### config.mk
export PLATFORM = sky130hd
export DESIGN_NAME = alu_sequencer
export DESIGN_NICKNAME = d
export VERILOG_FILES = /design/src/rtl/alu_sequencer_pkg.sv /design/src/rtl/alu_sequencer_bcd_adjust.sv /design/src/rtl/alu_sequencer.sv
export SDC_FILE = /design/constraint.sdc
export NUM_CORES = 1
export LEC_CHECK = 0
export CORE_UTILIZATION = 55
export DETAILED_ROUTE_END_ITERATION = 10
export DONT_BUFFER_PORTS = 1
export GPL_TIMING_DRIVEN = 0
export PLACE_DENSITY = 0.79
export SLEW_MARGIN = 10
export SYNTH_ARGS = -nofsm -noshare
export SYNTH_HDL_FRONTEND = slang
export SYNTH_SLANG_ARGS = --single-unit
### constraint.sdc
create_clock -name clk -period 2.21 [get_ports clk]
set_input_delay 0.663 -clock clk [delete_from_list [all_inputs] [get_ports clk]]
set_output_delay 0.663 -clock clk [all_outputs]
set_load 0.05 [all_outputs]
### src/rtl/alu_sequencer_pkg.sv
// alu_sequencer_pkg
//   Shared constants and types for the 6502 ALU sequencer:
//   ALU control codes, OP_* request codes, FSM state encoding,
//   the latched request record and the per-op flag write mask.
package alu_sequencer_pkg;

    // Control codes understood by the shared 8-bit ALU
    localparam logic [2:0] ALU_ADD = 3'd0;
    localparam logic [2:0] ALU_SR  = 3'd1;
    localparam logic [2:0] ALU_AND = 3'd2;
    localparam logic [2:0] ALU_OR  = 3'd3;
    localparam logic [2:0] ALU_XOR = 3'd4;

    // Sequencer op codes; 12..15 are unknown and complete as no-ops
    localparam logic [3:0] OP_ADC = 4'd0;
    localparam logic [3:0] OP_SBC = 4'd1;
    localparam logic [3:0] OP_CMP = 4'd2;
    localparam logic [3:0] OP_AND = 4'd3;
    localparam logic [3:0] OP_ORA = 4'd4;
    localparam logic [3:0] OP_EOR = 4'd5;
    localparam logic [3:0] OP_ASL = 4'd6;
    localparam logic [3:0] OP_LSR = 4'd7;
    localparam logic [3:0] OP_ROL = 4'd8;
    localparam logic [3:0] OP_ROR = 4'd9;
    localparam logic [3:0] OP_INC = 4'd10;
    localparam logic [3:0] OP_DEC = 4'd11;

    typedef enum logic [1:0] {
        ST_IDLE   = 2'd0,
        ST_EXEC   = 2'd1,
        ST_ADJUST = 2'd2,
        ST_DONE   = 2'd3
    } state_e;

    typedef struct packed {
        logic [3:0] op;
        logic [7:0] a;
        logic [7:0] b;
        logic       carry;
        logic       decimal;
    } req_t;

    // Which of {N,V,Z,C} an op updates
    function automatic logic [3:0] flag_mask(input logic [3:0] op);
        case (op)
            OP_ADC, OP_SBC:                         flag_mask = 4'b1111;
            OP_CMP, OP_ASL, OP_LSR, OP_ROL, OP_ROR: flag_mask = 4'b1011;
            OP_AND, OP_ORA, OP_EOR, OP_INC, OP_DEC: flag_mask = 4'b1010;
            default:                                flag_mask = 4'b0000;
        endcase
    endfunction

    function automatic logic op_known(input logic [3:0] op);
        op_known = (op <= OP_DEC);
    endfunction

endpackage

### src/rtl/alu_sequencer_bcd_adjust.sv
// bcd_adjust
//   Combinational decimal correction for the second ALU pass of ADC/SBC.
//   Ports:
//     is_sbc  in  1  op is SBC (else ADC)
//     hc      in  1  half carry out of bit 3 in the binary pass
//     y1      in  8  binary-pass result byte
//     c1      in  1  binary-pass carry out
//     corr    out 8  value added to y1 in the correction pass
//     c_out   out 1  final decimal carry
module bcd_adjust (
    input  logic       is_sbc,
    input  logic       hc,
    input  logic [7:0] y1,
    input  logic       c1,
    output logic [7:0] corr,
    output logic       c_out
);
    logic lo, hi;

    always_comb begin
        if (is_sbc) begin
            // A borrow from a nibble means that nibble must lose 6
            // (0xFA = -6 in the low nibble, 0xA0 = -6 in the high nibble).
            lo    = !hc;
            hi    = !c1;
            corr  = (lo && hi) ? 8'h9A :
                    lo         ? 8'hFA :
                    hi         ? 8'hA0 : 8'h00;
            c_out = c1;
        end else begin
            lo    = hc || (y1[3:0] > 4'd9);
            hi    = c1 || (y1 > 8'h99);
            corr  = {(hi ? 4'h6 : 4'h0), (lo ? 4'h6 : 4'h0)};
            c_out = c1 || hi;
        end
    end
endmodule

### src/rtl/alu_sequencer.sv
// alu_sequencer
//   Drives the shared 8-bit ALU to execute 6502 arithmetic/logic ops.
//   One request is accepted in IDLE (valid/ready), executed in EXEC, optionally
//   decimal-corrected in ADJUST, and reported for one cycle in DONE.
//   Ports:
//     clk, reset                      clock, synchronous active-high reset
//     req_valid/req_ready             request handshake (ready only in IDLE)
//     req_op/a/b/carry/decimal        op code, operands, current P.C and P.D
//     alu_control/AI/BI/carry_in      drive to the external ALU (0 when idle/done)
//     alu_Y/carry_out/overflow        ALU results
//     res_valid                       one-cycle result strobe
//     res_data/write/flags/flag_we    result byte, dest write, {N,V,Z,C}, flag mask
module alu_sequencer
    import alu_sequencer_pkg::*;
(
    input  logic       clk,
    input  logic       reset,
    input  logic       req_valid,
    output logic       req_ready,
    input  logic [3:0] req_op,
    input  logic [7:0] req_a,
    input  logic [7:0] req_b,
    input  logic       req_carry,
    input  logic       req_decimal,
    output logic [2:0] alu_control,
    output logic [7:0] alu_AI,
    output logic [7:0] alu_BI,
    output logic       alu_carry_in,
    input  logic [7:0] alu_Y,
    input  logic       alu_carry_out,
    input  logic       alu_overflow,
    output logic       res_valid,
    output logic [7:0] res_data,
    output logic       res_write,
    output logic [3:0] res_flags,
    output logic [3:0] res_flag_we
);
    state_e     state_q, state_d;
    req_t       req_q, req_d;
    logic [7:0] y1_q, y1_d;
    logic       c1_q, c1_d, v1_q, v1_d, hc_q, hc_d;
    logic       res_valid_q, res_valid_d, res_write_q, res_write_d;
    logic [7:0] res_data_q, res_data_d;
    logic [3:0] res_flags_q, res_flags_d, res_flag_we_q, res_flag_we_d;

    logic       is_dec;
    logic [4:0] hc_sum;
    logic [7:0] corr;
    logic       adj_c;
    logic       fin_load, fin_c, fin_v;

    assign is_dec = req_q.decimal && (req_q.op == OP_ADC || req_q.op == OP_SBC);

    bcd_adjust u_bcd (
        .is_sbc (req_q.op == OP_SBC),
        .hc     (hc_q),
        .y1     (y1_q),
        .c1     (c1_q),
        .corr   (corr),
        .c_out  (adj_c)
    );

    // ALU drive depends only on registered state so the ALU sees stable inputs.
    always_comb begin
        alu_control  = ALU_ADD;
        alu_AI       = 8'h00;
        alu_BI       = 8'h00;
        alu_carry_in = 1'b0;
        if (state_q == ST_EXEC) begin
            alu_AI = req_q.a;
            case (req_q.op)
                OP_ADC: begin alu_BI = req_q.b;  alu_carry_in = req_q.carry; end
                OP_SBC: begin alu_BI = ~req_q.b; alu_carry_in = req_q.carry; end
                OP_CMP: begin alu_BI = ~req_q.b; alu_carry_in = 1'b1;        end
                OP_AND: begin alu_control = ALU_AND; alu_BI = req_q.b;       end
                OP_ORA: begin alu_control = ALU_OR;  alu_BI = req_q.b;       end
                OP_EOR: begin alu_control = ALU_XOR; alu_BI = req_q.b;       end
                OP_ASL: alu_BI = req_q.a;
                OP_ROL: begin alu_BI = req_q.a;  alu_carry_in = req_q.carry; end
                OP_LSR: alu_control = ALU_SR;
                OP_ROR: begin alu_control = ALU_SR; alu_carry_in = req_q.carry; end
                OP_INC: alu_BI = 8'h01;
                OP_DEC: alu_BI = 8'hFF;
                default: alu_AI = 8'h00;
            endcase
        end else if (state_q == ST_ADJUST) begin
            alu_AI = y1_q;
            alu_BI = corr;
        end
    end

    // Low-nibble carry of the binary pass, needed by the decimal correction.
    assign hc_sum = {1'b0, alu_AI[3:0]} + {1'b0, alu_BI[3:0]} + {4'b0, alu_carry_in};

    always_comb begin
        state_d       = state_q;
        req_d         = req_q;
        y1_d          = y1_q;
        c1_d          = c1_q;
        v1_d          = v1_q;
        hc_d          = hc_q;
        res_valid_d   = 1'b0;
        res_data_d    = 8'h00;
        res_write_d   = 1'b0;
        res_flags_d   = 4'h0;
        res_flag_we_d = 4'h0;
        fin_load      = 1'b0;
        fin_c         = alu_carry_out;
        fin_v         = alu_overflow;

        case (state_q)
            ST_IDLE: begin
                if (req_valid) begin
                    req_d   = '{op: req_op, a: req_a, b: req_b,
                                carry: req_carry, decimal: req_decimal};
                    state_d = ST_EXEC;
                end
            end
            ST_EXEC: begin
                y1_d = alu_Y;
                c1_d = alu_carry_out;
                v1_d = alu_overflow;
                hc_d = hc_sum[4];
                if (is_dec) begin
                    state_d = ST_ADJUST;
                end else begin
                    state_d  = ST_DONE;
                    fin_load = 1'b1;
                end
            end
            ST_ADJUST: begin
                state_d  = ST_DONE;
                fin_load = 1'b1;
                fin_c    = adj_c;
                fin_v    = v1_q;
            end
            default: state_d = ST_IDLE;
        endcase

        if (fin_load) begin
            res_valid_d = 1'b1;
            if (op_known(req_q.op)) begin
                res_data_d    = alu_Y;
                res_write_d   = (req_q.op != OP_CMP);
                res_flags_d   = {alu_Y[7], fin_v, (alu_Y == 8'h00), fin_c};
                res_flag_we_d = flag_mask(req_q.op);
            end
        end
    end

    always_ff @(posedge clk) begin
        if (reset) begin
            state_q       <= ST_IDLE;
            req_q         <= '0;
            y1_q          <= 8'h00;
            c1_q          <= 1'b0;
            v1_q          <= 1'b0;
            hc_q          <= 1'b0;
            res_valid_q   <= 1'b0;
            res_data_q    <= 8'h00;
            res_write_q   <= 1'b0;
            res_flags_q   <= 4'h0;
            res_flag_we_q <= 4'h0;
        end else begin
            state_q       <= state_d;
            req_q         <= req_d;
            y1_q          <= y1_d;
            c1_q          <= c1_d;
            v1_q          <= v1_d;
            hc_q          <= hc_d;
            res_valid_q   <= res_valid_d;
            res_data_q    <= res_data_d;
            res_write_q   <= res_write_d;
            res_flags_q   <= res_flags_d;
            res_flag_we_q <= res_flag_we_d;
        end
    end

    assign req_ready   = (state_q == ST_IDLE);
    assign res_valid   = res_valid_q;
    assign res_data    = res_data_q;
    assign res_write   = res_write_q;
    assign res_flags   = res_flags_q;
    assign res_flag_we = res_flag_we_q;
endmodule

==> results_dict.tcl, run 1 <==
set metrics [dict create \
    vias 3176 \
    cts_root_buf "clkbuf_8" \
    gp_congestion 0.948 \
    peakVddDrop_mv 0.686 \
    final_cells 478 \
    place_inst 417 \
    worst_slew_pin_slew_ns 1.21 \
    dieArea_um2 5570 \
    path_max_fanout 9 \
    grt_max_degree 18 \
    relSlewSlack_pct 19.2 \
    die_y_um 74.6 \
    maxSlewViolCount 0 \
    synth_top_cell_area_share_pct 35.2 \
    drv_cap 0 \
    worstPathRequired_ns 2.42 \
    drc 0 \
    finalHoldWorstSlack_ns 0.469 \
    min_period_ns 3.18 \
    num_rows 26 \
    cts_tree "built" \
    grt_pass1_vias 2805 \
    initialDrtViolationCount 380 \
    path_cells "buf_6, and2b_1, clkbuf_4, a32oi_1, o32a_1, o211ai_1, ha_1, and2_4, o2111ai_2, a211oi_2, or2_4" \
    via_per_inst 6.64 \
    dieWidth_um 74.6 \
    yosys.area.top_type "dfxtp_1" \
    clk_pin_slew_ns 0.10 \
    status "finished with violations" \
    clock_path_buffers 2 \
    insertion_delay_ns 0.31 \
    nets 453 \
    track_usage_pct 36.0 \
    cpPeakStageDelay_ns 0.94 \
    critical-path-top-delay-family "compound AO/OA/AOI/OAI gates" \
    ys_warn_count 0 \
    yosysUniqueCellTypes 55 \
    fin_crit_sh_pct 144 \
    synthToLayoutAreaGrowth_pct 40.1 \
    wl_per_cell_um 22.8 \
    grt_pass1_wl_um 14600 \
    synthTopCellsByArea "dfxtp_1, nand2_1, a21oi_1" \
    p_leak_nw 1.60 \
    synth-edff-count 0 \
    design.portCount 74 \
    fin_ws_ns -0.967 \
    fmax_mhz 315 \
    tns_ns -11.77 \
    first_pass_iters 6 \
    hpwl_um 5630 \
    endpoint_kind "flop" \
    ys.flop_type "dfxtp_1" \
    n_antenna_cell 0 \
    worstSetupPathType "reg -> reg" \
    finalWirelength_um 10900 \
    pre_cts_slack_ns -1.03 \
    cp.arrival_ns 3.39 \
    setup_violations 21 \
    antenna_left 0 \
    clkSinkCount 51 \
    drive_gt1_share_pct 38.5 \
    cts.htree.levels 2 \
    async_flop_share_pct 0 \
    grt.overflow.total 0 \
    rrSetupSlack_ns -0.97 \
    synth_seq_area_share_pct 35.2 \
    syn_nets 393 \
    hold_path.class "reg -> reg" \
    crit_buf_inv 2 \
    start_kind "flop" \
    hold_viol_final 0 \
    ys_seq_elements 51 \
    violations "setup timing" \
    rsz0062_at_grt "true" \
    core_region_area_um2 5110 \
    cts_hold_buf 0 \
    synthesis.area_um2 2900 \
    antenna_found_initial 0 \
    synth.avg_cell_area_um2 8.35 \
    p_per_area_nw_per_um2 978 \
    start_util_pct 56.8 \
    cts_buffers 5 \
    fin_skew_ns 0.00566 \
    io_buffers 0 \
    crit_slowest_cell "o211ai_1" \
    syn_inst 347 \
]
-- cell type report --
cell class / instances / area (um2)
clock inverters: 3 / 23.8
flip-flops and latches: 51 / 1030
fillers: 307 / 1050
multi-input cells: 260 / 2040
inverters: 8 / 42.5
well taps: 70 / 87.6
plain buffers: 26 / 263
repair buffers: 55 / 502
clock buffers: 5 / 68.8
-- cells in the final DEF (no fill, tap or decap), types with 3 or more instances in the layout --
master      netlist  final
mux2i_1          13     13
a21oi_2           0      4
buf_8             0      7
o32a_1            6      6
o21ai_0          11      7
nor2b_1           7      4
nor2_1           23     20
mux2_2            6      6
inv_1             7      4
buf_4             3     40
dfxtp_2           0      5
nand2_1          50     50
buf_6             2     18
a32oi_1           6      6
a211oi_1          4      3
nand2b_1          9      9
nand3b_1          8      8
clkinvlp_4        0      3
nor3_1            9      6
a22o_4            0      8
clkbuf_8          0      6
dfxtp_1          51     45
ha_1             11      8
clkbuf_1         13      7
and2_4            8     10
a211o_1           3      3
a21oi_1          35     30
-- final timing paths --
| check | startpoint | end | cells past startpoint |
|---|---|---|---|
| worst max-delay path | req_q[19] | hc_q | 11 |
| worst max register to register | req_q[19] | hc_q | 11 |
| worst min-delay path | req_q[0] | req_q[0] | 2 |
| worst min register to register | req_q[0] | req_q[0] | 2 |
-- cells in the mapped netlist (all sizes together), types with 6 or more instances --
| cell | number |
|---|---|
| nand3b | 8 |
| inv | 8 |
| dfxtp | 51 |
| nor2 | 23 |
| mux2 | 6 |
| nand2 | 50 |
| nor2b | 7 |
| ha | 11 |
| buf | 14 |
| clkbuf | 14 |
| o21ai | 12 |
| a32oi | 6 |
| nand2b | 9 |
| o32a | 6 |
| and2 | 11 |
| nor3 | 9 |
| a22o | 8 |
| a21oi | 36 |
| mux2i | 13 |
-- through the flow --
stage | util, % | total power (W) | cell area (um2)
after global routing | 79.5 | 0.00408 | 4060
final | 79.5 | 0.00397 | 4060
after floorplan | - | 0.00238 | 3070
after CTS | 76.5 | 0.00368 | 3910
after global placement | 61.9 | 0.00260 | 3160
after detailed placement | 61.9 | 0.00263 | 3160
-- worst min-delay path, cell delays in order, from the launching register on --
cell and delay [ns]:
dfxtp_1 0.33, nand2_1 0.05, a21oi_1 0.05
-- logic make-up (layout without fill, tap and decap cells) --
| group | Yosys count | after routing | synth area share (%) |
|---|---|---|---|
| muxes | 19 | 19 | 6.82 |
| buffers and inverters | 36 | 97 | 6.09 |
| xor gates and xnor gates | 1 | 1 | 0.302 |
| DFF | 51 | 51 | 35.2 |
| AOI/OAI and AO/OA | 97 | 97 | 23.3 |
| and+or+nand+nor | 132 | 132 | 23.5 |
| adders and majority gates | 11 | 11 | 4.75 |
-- timing repair --
| item | CTS | global route |
|---|---|---|
| gates resized for setup | 85 | 15 |
| endpoints found under the setup margin | 21 | 38 |
| pin swaps | 25 | 18 |
| gates cloned | 2 | 0 |
| setup buffers | 36 | 18 |
-- state kept, by name, indices dropped and copies added, names as in the netlist --
| register | cells |
|---|---|
| v1_q | 1 |
| y1_q | 8 |
| res_flag_we | 3 |
| req_q | 22 |
| res_data | 8 |
| state_q | 2 |
| res_valid | 1 |
| res_flags | 3 |
| c1_q | 1 |
| res_write | 1 |
| hc_q | 1 |
-- per-layer routing --
layer	track usage (%)	vias up	wire, um	share of wire, %
li1	-	1353	-	-
met1	44.6	1510	4140	38
met2	57.0	254	5050	46
met3	10.7	59	1180	11
met4	17.4	0	533	4.9
met5	0	-	0	0
-- power by group --
part           switching (W)  internal [W]  total, W
sequential          0.000239       0.00105   0.00129
combinational        0.00119      0.000929   0.00212
clock               0.000333      0.000229  0.000562
No activity file was read; power rests on OpenSTA's default activity.
==> run 2: changes to the inputs <==
--- a/config.mk
+++ b/config.mk
@@ -5,10 +5,12 @@
 export SDC_FILE = /design/constraint.sdc
 export NUM_CORES = 1
 export LEC_CHECK = 0
+export ABC_AREA = 1
 export CORE_UTILIZATION = 55
 export DETAILED_ROUTE_END_ITERATION = 10
 export DONT_BUFFER_PORTS = 1
 export GPL_TIMING_DRIVEN = 0
+export HOLD_SLACK_MARGIN = 0.15
 export PLACE_DENSITY = 0.79
 export SLEW_MARGIN = 10
 export SYNTH_ARGS = -nofsm -noshare
==> results_dict.tcl, run 2 <==
set metrics [dict create \
    yosysMostFrequentCell "nand2_1" \
    rsz0062_at_grt "true" \
    synth-edff-count 0 \
    dieWidth_um 69.5 \
    yosys-top-cells-count "nand2_1, nor2_1, o21ai_0" \
    ys_warn_count 0 \
    switchingPower_w 0.00267 \
    design.portCount 74 \
    cts_tree "built" \
    pre_cts_slack_ns -0.444 \
    grt_pass1_vias 2547 \
    power.internal_w 0.00262 \
    post-route-util_pct 78.2 \
    worstPathRequired_ns 1.55 \
    hold_viol_final 0 \
    endpoint "alu_BI[7]" \
    gp_congestion 0.994 \
    grtUsageMet2_pct 51.8 \
    ys.flop_type "dfxtp_1" \
    violations "setup timing" \
    clk_pin_slew_ns 0.09 \
    grt_util_met3_pct 9.88 \
    hold_path.class "reg -> reg" \
    seq_power_share_pct 30.5 \
    relSlewSlack_pct 62.7 \
    clkPwrFrac_pct 14.6 \
    first_pass_iters 7 \
    busiest_layer "met2" \
    vias 2611 \
    finalWirelength_um 7740 \
    via_per_inst 5.87 \
    die_y_um 69.5 \
    layout_common_cells "nor2_1, dfxtp_1, o21ai_0" \
    fin_crit_sh_pct 111 \
    globalRouteMet1Util_pct 34.7 \
    n_antenna_cell 0 \
    start_util_pct 57.6 \
    yosysUniqueCellTypes 28 \
    async_flop_share_pct 0 \
    p_per_area_nw_per_um2 1550 \
    grt_pass1_wl_um 11800 \
    synth_top_cell_area_share_pct 40.7 \
    worstReg2RegStart "req_q[19]" \
    yosys.area.top_type "dfxtp_1" \
    num_rows 24 \
    grt.overflow.total 0 \
    status "finished with violations" \
    synthTopCellsByArea "dfxtp_1, o21ai_0, nand2_1" \
    synthToLayoutAreaGrowth_pct 35.9 \
    cts.htree.levels 2 \
    cp.arrival_ns 1.79 \
    insertion_delay_ns 0.31 \
    peakVddDrop_mv 0.969 \
    core_region_area_um2 4350 \
    wl_per_cell_um 17.4 \
    cts_root_buf "clkbuf_8" \
    nets 438 \
    syn_nets 407 \
    drv_cap 0 \
    final_cells 445 \
    place_inst 413 \
    startpoint "req_q[19]" \
    endpoint_kind "output port" \
    synth.avg_cell_area_um2 6.95 \
    p_comb_share_pct 55.0 \
    grt_max_degree 16 \
    rrSetupSlack_ns -0.11 \
    fmax_mhz 408 \
    clkSinkCount 51 \
    clock_path_buffers 2 \
    start_kind "flop" \
    io_buffers 0 \
    fin_ws_ns -0.239 \
    dieArea_um2 4830 \
    maxSlewViolCount 0 \
    min_period_ns 2.45 \
    ys_seq_elements 51 \
    reg2regPathDepth 16 \
    drc 0 \
    r2r_end "hc_q" \
    hpwl_um 4520 \
    tns_ns -3.11 \
    p_leak_nw 1.49 \
    synth_seq_area_share_pct 40.7 \
    cts_hold_buf 0 \
    cts_buffers 5 \
    track_usage_pct 30.8 \
    largest_reg_flops 22 \
    top_register "req_q" \
    initialDrtViolationCount 218 \
    final_common_cell "nor2_1" \
    drive_gt1_share_pct 30.8 \
    worstSetupPathType "reg -> out" \
    antenna_found_initial 0 \
    p_sw_share_pct 50.5 \
    setup_violations 21 \
    fin_skew_ns 0.0118 \
    path_max_fanout 8 \
    antenna_left 0 \
    worst_slew_pin_slew_ns 0.557 \
    synthesis.area_um2 2510 \
    syn_inst 361 \
]
[run 2: changes by cell type in the layout (fill, tap and decap cells not counted), moves of 10 or more]
| cell | previous run | this run |
|---|---|---|
| mux2i_1 | 13 | 0 |
| nand3_1 | 1 | 11 |
| and2_4 | 10 | 0 |
| nand2_2 | 0 | 10 |
| nor2_1 | 20 | 49 |
| o21ai_0 | 7 | 44 |
| nand2_1 | 50 | 40 |
| a21oi_1 | 30 | 19 |
| buf_6 | 18 | 6 |
| inv_1 | 4 | 34 |
| buf_4 | 40 | 23 |
[run 2: logic make-up (layout without fill, tap and decap cells)]
| kind of cell | count (synthesis) | in the layout | synth area share (%) |
|---|---|---|---|
| DFF | 51 | 51 | 40.7 |
| adders and majority gates | 11 | 11 | 5.49 |
| and+or+nand+nor | 146 | 146 | 25.2 |
| buffers and inverters | 64 | 96 | 10.4 |
| AOI/OAI and AO/OA | 89 | 89 | 18.2 |
[run 2: worst max-delay path, stage by stage, from the launching register on]
cell,delay (ns)
dfxtp_4,0.39
inv_8,0.09
nor2_4,0.04
nand2_2,0.08
inv_2,0.07
nor2_4,0.19
o21ai_0,0.13
o21ai_1,0.30
nand2_4,0.18
[run 2: metal layers]
metal | vias to the layer above | routed length (um) | share of wire (%)
met3 | 25 | 573 | 7.4
met4 | 0 | 309 | 4.0
met2 | 113 | 3990 | 52
met1 | 1250 | 2870 | 37
met5 | - | 0 | 0
li1 | 1223 | - | -
[run 2: worst min-delay path by stage]
stage                             from       end  slack [ns]  depth (start not counted)
after detailed placement      req_q[0]  req_q[0]        0.45                          2
after global placement        req_q[0]  req_q[0]        0.45                          2
after CTS                     req_q[0]  req_q[0]        0.46                          2
after floorplan               req_q[0]  req_q[0]        0.43                          2
after global routing      alu_overflow      v1_q        0.47                          2
final                         req_q[0]  req_q[0]        0.46                          2
[run 2: final cells by class]
cell class                      instances  area (um2)
Timing Repair Buffer                   25         211
Inverter                               51         226
Tap cell                               52        65.1
Clock buffer                            6        72.6
Fill cell                             267         947
Timing Repair inverter                  1        11.3
Clock inverter                          2        60.1
Buffer                                 11        82.6
Sequential cell                        51        1040
Multi-Input combinational cell        246        1640
[run 2: power by group through the flow]
stage	Clock, W	Sequential, W	Combinational, W
after floorplan	0	0.00151	0.00166
after global placement	0	0.00154	0.00193
after detailed placement	0	0.00155	0.00196
after CTS	0.000764	0.00156	0.00251
after global routing	0.000812	0.00163	0.00313
final	0.000770	0.00161	0.00290
[run 2: stage by stage]
step | hold WS, ns | total power, W | instance area, um2
floorplan | 0.430 | 0.00317 | 2600
global placement | 0.448 | 0.00347 | 2670
detailed placement | 0.449 | 0.00351 | 2670
CTS | 0.461 | 0.00484 | 3210
global route | 0.473 | 0.00557 | 3410
finish | 0.460 | 0.00528 | 3410
[run 2: what timing repair did]
item / 4_1_cts / 5_1_grt
buffers inserted: 14 / 11
pin swaps: 15 / 24
hold endpoints to repair: 0 / 0
endpoints found under the setup margin: 21 / 31
gates cloned: 1 / 0
resized for setup: 83 / 34
